[config.mk]
export PLATFORM = sky130hd
export DESIGN_NAME = usb_tx_crc16_ctrl
export DESIGN_NICKNAME = d
export VERILOG_FILES = /design/src/rtl/usb_tx_crc16_ctrl.sv
export SDC_FILE = /design/constraint.sdc
export NUM_CORES = 1
export LEC_CHECK = 0
export ABC_AREA = 1
export BUFFER_PORTS_ARGS = -buffer_cell sky130_fd_sc_hd__clkbuf_2
export CORE_MARGIN = 2
export CORE_UTILIZATION = 25
export CTS_CLUSTER_SIZE = 25
export DETAILED_ROUTE_END_ITERATION = 7
export GPL_TIMING_DRIVEN = 0
export MAX_ROUTING_LAYER = met4
export SKIP_LAST_GASP = 1
export SLEW_MARGIN = 25
export SYNTH_ARGS = -nofsm -noshare
export SYNTH_HDL_FRONTEND = slang
export SYNTH_SLANG_ARGS = --single-unit
[constraint.sdc]
create_clock -name clk -period 2.5 [get_ports clk]
set_input_delay 0.25 -clock clk [delete_from_list [all_inputs] [get_ports clk]]
set_output_delay 0.25 -clock clk [all_outputs]
set_load 0.02 [all_outputs]
[src/rtl/usb_tx_crc16_ctrl.sv]
// Sequences payload bytes LSB-first to the bit stage and drives the CRC16 generator controls,
// then sends the complemented CRC MSB-first. Control outputs decode from the state register.
module usb_tx_crc16_ctrl (
  input  logic        clk,
  input  logic        nRst,
  input  logic        startPkt,
  input  logic        noData,
  input  logic        abort,
  input  logic [7:0]  dataIn,
  input  logic        dataLast,
  input  logic        dataValid,
  output logic        dataReady,
  output logic        bitOut,
  output logic        bitValid,
  input  logic        bitReady,
  output logic        crcClear,
  output logic        crcShiftEn,
  output logic        crcDin,
  input  logic [15:0] crcIn,
  output logic        busy,
  output logic        done
);

  typedef enum logic [2:0] {
    S_IDLE  = 3'd0,
    S_CLEAR = 3'd1,
    S_LOAD  = 3'd2,
    S_SHIFT = 3'd3,
    S_LATCH = 3'd4,
    S_CRC   = 3'd5,
    S_DONE  = 3'd6
  } state_t;

  state_t      r_state;
  state_t      w_next;
  logic [7:0]  r_shreg;
  logic [15:0] r_crcSh;
  logic [2:0]  r_bitCnt;
  logic [3:0]  r_crcCnt;
  logic        r_lastFlag;
  logic        r_noData;

  always_ff @(posedge clk or negedge nRst) begin
    if (!nRst) begin
      r_state <= S_IDLE;
    end else begin
      r_state <= w_next;
    end
  end

  always_comb begin
    w_next     = r_state;
    dataReady  = 1'b0;
    bitOut     = 1'b0;
    bitValid   = 1'b0;
    crcClear   = 1'b0;
    crcShiftEn = 1'b0;
    crcDin     = 1'b0;
    done       = 1'b0;
    busy       = (r_state != S_IDLE);
    case (r_state)
      S_IDLE: begin
        if (startPkt) w_next = S_CLEAR;
      end
      S_CLEAR: begin
        crcClear = 1'b1;
        w_next   = r_noData ? S_LATCH : S_LOAD;
      end
      S_LOAD: begin
        dataReady = 1'b1;
        if (dataValid) w_next = S_SHIFT;
      end
      S_SHIFT: begin
        bitValid = 1'b1;
        bitOut   = r_shreg[0];
        // The generator shifts on exactly the cycles the downstream consumes a data bit.
        if (bitReady) begin
          crcShiftEn = 1'b1;
          crcDin     = r_shreg[0];
          if (r_bitCnt == 3'd7) w_next = r_lastFlag ? S_LATCH : S_LOAD;
        end
      end
      S_LATCH: begin
        w_next = S_CRC;
      end
      S_CRC: begin
        bitValid = 1'b1;
        bitOut   = ~r_crcSh[15];
        if (bitReady && (r_crcCnt == 4'd15)) w_next = S_DONE;
      end
      S_DONE: begin
        done   = 1'b1;
        w_next = S_IDLE;
      end
      default: begin
        w_next = S_IDLE;
      end
    endcase
    if (abort) w_next = S_IDLE;
  end

  always_ff @(posedge clk or negedge nRst) begin
    if (!nRst) begin
      r_shreg    <= 8'd0;
      r_crcSh    <= 16'd0;
      r_bitCnt   <= 3'd0;
      r_crcCnt   <= 4'd0;
      r_lastFlag <= 1'b0;
      r_noData   <= 1'b0;
    end else begin
      case (r_state)
        S_IDLE: begin
          if (startPkt) r_noData <= noData;
        end
        S_LOAD: begin
          if (dataValid) begin
            r_shreg    <= dataIn;
            r_lastFlag <= dataLast;
            r_bitCnt   <= 3'd0;
          end
        end
        S_SHIFT: begin
          if (bitReady) begin
            r_shreg  <= {1'b0, r_shreg[7:1]};
            r_bitCnt <= r_bitCnt + 3'd1;
          end
        end
        S_LATCH: begin
          // crcIn already reflects the final data bit shifted on the previous edge.
          r_crcSh  <= crcIn;
          r_crcCnt <= 4'd0;
        end
        S_CRC: begin
          if (bitReady) begin
            r_crcSh  <= {r_crcSh[14:0], 1'b0};
            r_crcCnt <= r_crcCnt + 4'd1;
          end
        end
        default: begin
        end
      endcase
    end
  end

endmodule

==> results of run 1 <==
==> registers in the layout (all words and copies together), names as in the netlist <==
register    cells
r_crcCnt        4
r_crcSh        16
r_state         3
r_shreg         8
r_lastFlag      1
r_noData        1
r_bitCnt        3
==> worst paths after layout <==
check                      cells after the start                      end  slack (ns)
min in group clk                               3     r_noData$_DFFE_PN0P_        0.17
setup / recovery                               6                   bitOut        0.41
hold / removal                                 1   r_crcSh[6]$_DFFE_PN0P_        0.05
hold reg to reg                                2  r_bitCnt[1]$_DFFE_PN0P_        0.48
max in group asynchronous                      1   r_shreg[1]$_DFFE_PN0P_        1.93
setup reg to reg                               7   r_shreg[4]$_DFFE_PN0P_        0.89
==> power by group <==
part           internal [mW]  switching (mW)
Sequential             0.846           0.115
Clock                  0.296           0.214
Combinational          0.321           0.602
Total                   1.46           0.930
==> critical path: cells and delay by family (launching register included) <==
family / cells / cell delay [ns]
buffers and inverters: 4 / 0.74
flip-flops: 1 / 0.37
AND/OR/NAND/NOR: 1 / 0.27
AO/OA/AOI/OAI: 1 / 0.16
==> layout make-up <==
cell class,count,area (um^2)
Multi-Input combinational cell,162,802.0
Clock inverter,2,35.03
Sequential cell,36,900.9
Inverter,38,142.6
Fill cell,800,4996
Timing Repair Buffer,39,195.2
Tap cell,99,123.9
Clock buffer,6,72.57
Buffer,10,62.56
==> routing by layer <==
metal  track usage, %  part of all wire, %  vias up  routed length (um)
met5                -                    0        -                   0
li1                 -                    -      884                   -
met4            4.293                  1.4        0                  65
met1            16.24                   52      797                2374
met2            17.47                   42       39                1932
met3            3.071                  4.5        6                 204
==> per-stage QoR <==
step | hold WS [ns] | instances | setup slack, ns
2_1_floorplan | -0.04559 | 246 | 0.9361
3_3_place_gp | 0.4356 | 384 | 0.7391
3_5_place_dp | 0.4453 | 384 | 0.7242
4_1_cts | 0.1246 | 392 | 0.3861
5_1_grt | 0.1329 | 392 | 0.2743
6_report | 0.04555 | 392 | 0.4094
==> Yosys cell counts, drive strengths merged <==
| master | number |
|---|---|
| nand3 | 16 |
| nor2 | 15 |
| dfrtp | 36 |
| o22ai | 1 |
| o211ai | 13 |
| ha | 3 |
| nand2 | 67 |
| buf | 9 |
| a21oi | 3 |
| inv | 38 |
| nand4 | 1 |
| o21ai | 38 |
| nor3 | 3 |
| o21bai | 1 |
| clkbuf | 1 |
| a31o | 1 |
==> cell families after synthesis <==
logic type,Yosys count
AND/OR/NAND/NOR,102
AO/OA/AOI/OAI,57
buffers and inverters,48
flip-flops,36
adder cells (fa/ha/maj),3
==> results_dict.tcl, run 1 <==
set metrics [dict create \
    hold_class "in2async" \
    syn_to_final_growth_pct 22.36 \
    num_antenna_cells 0 \
    place_hpwl_mm 3.348 \
    cts_buffers 5 \
    leakage_nw 1.220 \
    power_mw 2.393 \
    synth_xor_area_share_pct 0 \
    crit_start "r_state[2]$_DFFE_PN0P_" \
    drt_iter0_drc 103 \
    report.final.setup_viol 0 \
    grt_max_degree 37 \
    yosysTopAreaCellShare_pct 47.21 \
    required_ns 2.25 \
    boundaryPins 40 \
    tightest_slew_ns 0.8195 \
    drv_slew 0 \
    drc 0 \
    die_x_um 91.37 \
    postRouteAntennaNets 0 \
    cp-start-kind "register" \
    synth_cell_types 23 \
    yosys_warnings 0 \
    max-cap-violations 0 \
    place_area_um2 2227 \
    cts_setup_buffers 0 \
    fin_util_pct 31.85 \
    finalHoldViolCount 0 \
    post_cts_resized 0 \
    worstSkewPairLatency_ns 0.29 \
    netlist_area_um2 1908 \
    fin_skew_ns 0.01091 \
    final_cell_mix "nand2_1 (66), clkbuf_2 (38), inv_1 (36), dfrtp_1 (36), o21ai_0 (35)" \
    fin_area_um2 2335 \
    rsz0062_at_grt "no" \
    max_clock_freq_ghz 0.4783 \
    grt.total_usage_pct 12.04 \
    cts-root-buf "clkbuf_8" \
    slowest_stage "dfrtp_1" \
    die_area_um2 8348 \
    cts_tree "yes" \
    outcome "complete, no violations" \
    worstPathCellList "buf_6 > inv_1 > nand3_1 > buf_2 > o22ai_1 > clkbuf_2" \
    critical_path_class "reg2out" \
    p_per_area_nw_per_um2 1025 \
    yosys.area_share.adder_pct 1.967 \
    numPortBuffers 39 \
    cp_max_fo 10 \
    avgSynthCellArea_um2 7.756 \
    synth_nets 281 \
    ys_ff_latch 36 \
    grt_pass1_vias 1626 \
    endpoint_kind "output port" \
    die_y_um 91.37 \
    synth_top_family_by_area "simple AND/OR/NAND/NOR gates" \
    grt_pass1_wl_mm 7.769 \
    synth_area_leaders "dfrtp_1 (47%), nand2_1 (13%), o21ai_0 (9.2%), inv_1 (7.1%), o211ai_1 (5.1%)" \
    clkTransAtPathRegs_ns 0.08 \
    coreArea_um2 7331 \
    regToRegStartpoint "r_state[2]$_DFFE_PN0P_" \
    synth_compound_area_share_pct 17.64 \
    initial_core_util_pct 26.03 \
    wl_mm 4.577 \
    grt_antenna_before_repair 0 \
    synth_mux_area_share_pct 0 \
    yosys.area.top_type "dfrtp_1" \
    dr.pass1.iters 4 \
    avgViaCountPerCell 4.403 \
    nets 327 \
    final_common_cell "nand2_1" \
    gp_congestion 0.8772 \
    clock_path_buffers 2 \
    cts_hold_buf 0 \
    cp_slowest_stage_delay_ns 0.37 \
    fin_crit_sh_pct 83.62 \
    h-tree-depth 2 \
    grt_overflow 0 \
    yosysSeqAreaShare_pct 47.21 \
    critPathArrivalTime_ns 1.84 \
    min_period_ns 2.091 \
    dr_total_vias 1726 \
    vdd_drop_max_mv 0.4957 \
    clock-sinks 36 \
    netlist_instances 246 \
    drive_gt1_share_pct 21.16 \
    rows 31 \
    wl_per_cell_um 11.68 \
    synth-simple-area-share_pct 22.43 \
    max-slew-margin-rel_pct 45.37 \
    fin_tns_setup_ns 0 \
]
Note: power is estimated with default switching activity, not from simulation.
==> run 2: changes to the inputs <==
ABC_AREA = 0   (was 1)
clock period = 2.1 ns   (was 2.5 ns; I/O delays follow)
==> run 2 against run 1 <==
  * Clock power grew 21%
  * Critical path depth grew 1
  * Worst setup slack lost 0.26 ns
  * Combinational power grew 33%
  * Utilization is essentially flat
  * Largest cell class unchanged
  * Count of clock-buffer cells in the layout shrank 1
  * First-iteration DRC count is the same
  * Worst hold slack lost 0.028 ns
  * Sequential power grew 21%
  * Flip-flop and latch count is the same
  * Design area grew 0.11%
==> results_dict.tcl, run 2 <==
set metrics [dict create \
    outcome "complete, no violations" \
    hold_class "in2async" \
    cts_setup_buffers 0 \
    synth_common_cells "dfrtp_1 (36), o22ai_1 (29), a21oi_1 (19)" \
    cts_hold_buf 0 \
    grt_overflow 0 \
    fin_skew_ns 0.006237 \
    synth_nets 230 \
    clkTransAtPathRegs_ns 0.07 \
    reg2reg_to "r_state[1]$_DFFE_PN0P_" \
    fin_tns_setup_ns 0 \
    drc 0 \
    grt_pass1_vias 1625 \
    max-cap-violations 0 \
    wl_per_cell_um 13.54 \
    boundaryPins 40 \
    post_cts_resized 0 \
    nets 275 \
    dominantRegCellSynth "dfrtp_1" \
    synth_compound_area_share_pct 24.03 \
    regToRegStartpoint "r_state[1]$_DFFE_PN0P_" \
    cts-root-buf "clkbuf_8" \
    dp_slack_ns 0.3240 \
    dr_total_vias 1642 \
    cp_slowest_stage_delay_ns 0.36 \
    grt_use_met2_pct 19.42 \
    required_ns 1.89 \
    worstPathCellList "buf_4 > nor2b_2 > and2_1 > buf_4 > nand2_1 > o21ai_0 > clkbuf_2" \
    slowest_stage "dfrtp_1" \
    cts_tree "yes" \
    coreArea_um2 7331 \
    post-synth-top-count-cell "dfrtp_1" \
    max-slew-margin-rel_pct 43.48 \
    numPortBuffers 38 \
    crit_buf_inv 3 \
    async_flop_share_pct 100.0 \
    finalHoldViolCount 0 \
    critPathTopFamily "buffers and inverters" \
    worstSetupEndpoint "bitOut" \
    ys_ff_latch 36 \
    num_antenna_cells 0 \
    cp_max_fo 10 \
    rsz0062_at_grt "no" \
    yosys.area.top_type "dfrtp_1" \
    synth_mux_area_share_pct 7.073 \
    synth_cell_types 34 \
    critical_path_class "reg2out" \
    rows 31 \
    grt_pass1_wl_mm 7.941 \
    clock_path_buffers 2 \
    dp_cells 332 \
    netlist_instances 195 \
    drive_gt1_share_pct 29.05 \
    netlist_area_um2 1911 \
    yosys_warnings 0 \
    grt_antenna_before_repair 0 \
    min_period_ns 1.951 \
    gr-max-usage-layer "met2" \
    vdd_drop_max_mv 0.3852 \
    hold_ws_ns 0.01747 \
    die_area_um2 8358 \
    leakage_nw 1.081 \
    grt_max_degree 37 \
    final_cell_mix "clkbuf_2 (38), dfrtp_1 (36), o22ai_1 (29), a21oi_1 (19), nand2_1 (15)" \
    drv_slew 0 \
    endpoint_kind "output port" \
    cp-start-kind "register" \
    cp.depth 7 \
    yosysSeqAreaShare_pct 47.15 \
    grt_use_met3_pct 3.237 \
    p_per_area_nw_per_um2 1288 \
    tightest_slew_ns 0.8478 \
    place_hpwl_mm 3.322 \
    synth_xor_area_share_pct 0 \
    fillers 780 \
    critPathArrivalTime_ns 1.74 \
    drt_iter0_drc 103 \
    dr.pass1.iters 4 \
    wl_mm 4.604 \
    avgSynthCellArea_um2 9.798 \
    syn_to_final_growth_pct 22.33 \
    postRouteAntennaNets 0 \
    yosysTopAreaCellShare_pct 47.15 \
    final_common_cell "clkbuf_2" \
    crit_start "r_state[2]$_DFFE_PN0P_" \
    grt.total_usage_pct 12.16 \
    yosys.area_share.adder_pct 1.965 \
    reg2reg_slack_ns 0.51 \
    largest_reg_flops 16 \
    initial_core_util_pct 26.06 \
    max_clock_freq_ghz 0.5126 \
    gp_congestion 0.8146 \
    synth-edff-count 0 \
    worstSkewPairLatency_ns 0.30 \
    final_cells 340 \
    crit_path_frequent_cell "buf_4" \
    die_x_um 91.42 \
    die_y_um 91.42 \
    h-tree-depth 2 \
    cts_buffers 5 \
    synth_area_leaders "dfrtp_1 (47%), o22ai_1 (9.5%), a21oi_1 (5.0%), mux2i_1 (4.7%), nand2_1 (2.9%)" \
    synth_top_family_by_area "compound AO/OA/AOI/OAI gates" \
    fin_crit_sh_pct 92.90 \
    worst_r2r_path_depth 6 \
    synth-simple-area-share_pct 14.08 \
    avgViaCountPerCell 4.829 \
    power_mw 3.011 \
    regMostFlops "r_crcSh" \
    top_regs "r_crcSh (16), r_shreg (8), r_crcCnt (4)" \
    setup_ws_ns 0.1490 \
    clock-sinks 36 \
    met1_usage_pct 15.18 \
    report.final.setup_viol 0 \
]
-- run 2: changes by cell type after synthesis, moves of 5 or more --
cell | previous run | this run
o22ai_1 | 1 | 29
o21ai_0 | 35 | 7
a22o_1 | 0 | 6
nand2b_1 | 0 | 7
nand2_1 | 66 | 15
inv_1 | 36 | 3
a21oi_1 | 3 | 19
nand3_1 | 15 | 3
mux2i_1 | 0 | 9
o211ai_1 | 13 | 0
o21ai_1 | 3 | 8
nor2_1 | 15 | 6
-- run 2: final cells by class --
type                            count  area [um^2]  area share, %
Sequential cell                    36        900.9          38.54
Timing Repair Buffer               38        190.2          8.137
Clock buffer                        5        68.82          2.944
Clock inverter                      3        42.54          1.820
Inverter                            3        11.26         0.4818
Multi-Input combinational cell    139        900.9          38.54
Buffer                             17        98.84          4.229
Tap cell                           99        123.9          5.300
-- run 2: worst min path at each step --
stage	endpoint	depth (start not counted)	slack, ns
floorplan	r_bitCnt[0]$_DFFE_PN0P_	0	-0.09
global placement	r_crcCnt[3]$_DFFE_PN0P_	1	0.40
detailed placement	r_crcCnt[3]$_DFFE_PN0P_	1	0.41
CTS	r_crcSh[1]$_DFFE_PN0P_	1	0.08
global route	r_crcSh[2]$_DFFE_PN0P_	1	0.08
finish	r_crcCnt[3]$_DFFE_PN0P_	1	0.02
-- run 2: metal layers --
metal / vias up / wire [um]
li1: 805 / -
met1: 796 / 2185
met2: 36 / 2142
met3: 5 / 222
met4: 0 / 54
met5: - / 0
-- run 2: stage by stage --
step	instance area [um^2]	utilization [%]
after floorplan	1911	-
after global placement	2225	30.35
after detailed placement	2225	30.35
after CTS	2336	31.87
after global routing	2337	31.88
final	2337	31.88
-- run 2: report_power, final --
part,internal (mW),total (mW),switching (mW),leakage (nW)
combinational,0.566,1.23,0.668,0.568
clock,0.351,0.618,0.267,0.0541
sequential,0.967,1.16,0.192,0.459
total,1.88,3.01,1.13,1.08
-- run 2: kinds of logic (layout without fill, tap and decap cells) --
group	after synthesis	in the layout
AOI/OAI and AO/OA	74	74
adders and majority gates	3	3
buffers and inverters	20	66
DFF	36	36
muxes	13	13
and+or+nand+nor	49	49
-- run 2: worst register-to-register path, delay by kind of cell, from the launching register on --
kind                   cells  cell delay, ns
flip-flops                 1            0.37
multiplexers               1            0.35
buffers and inverters      2            0.34
AND/OR/NAND/NOR            2            0.22
AO/OA/AOI/OAI              1            0.20
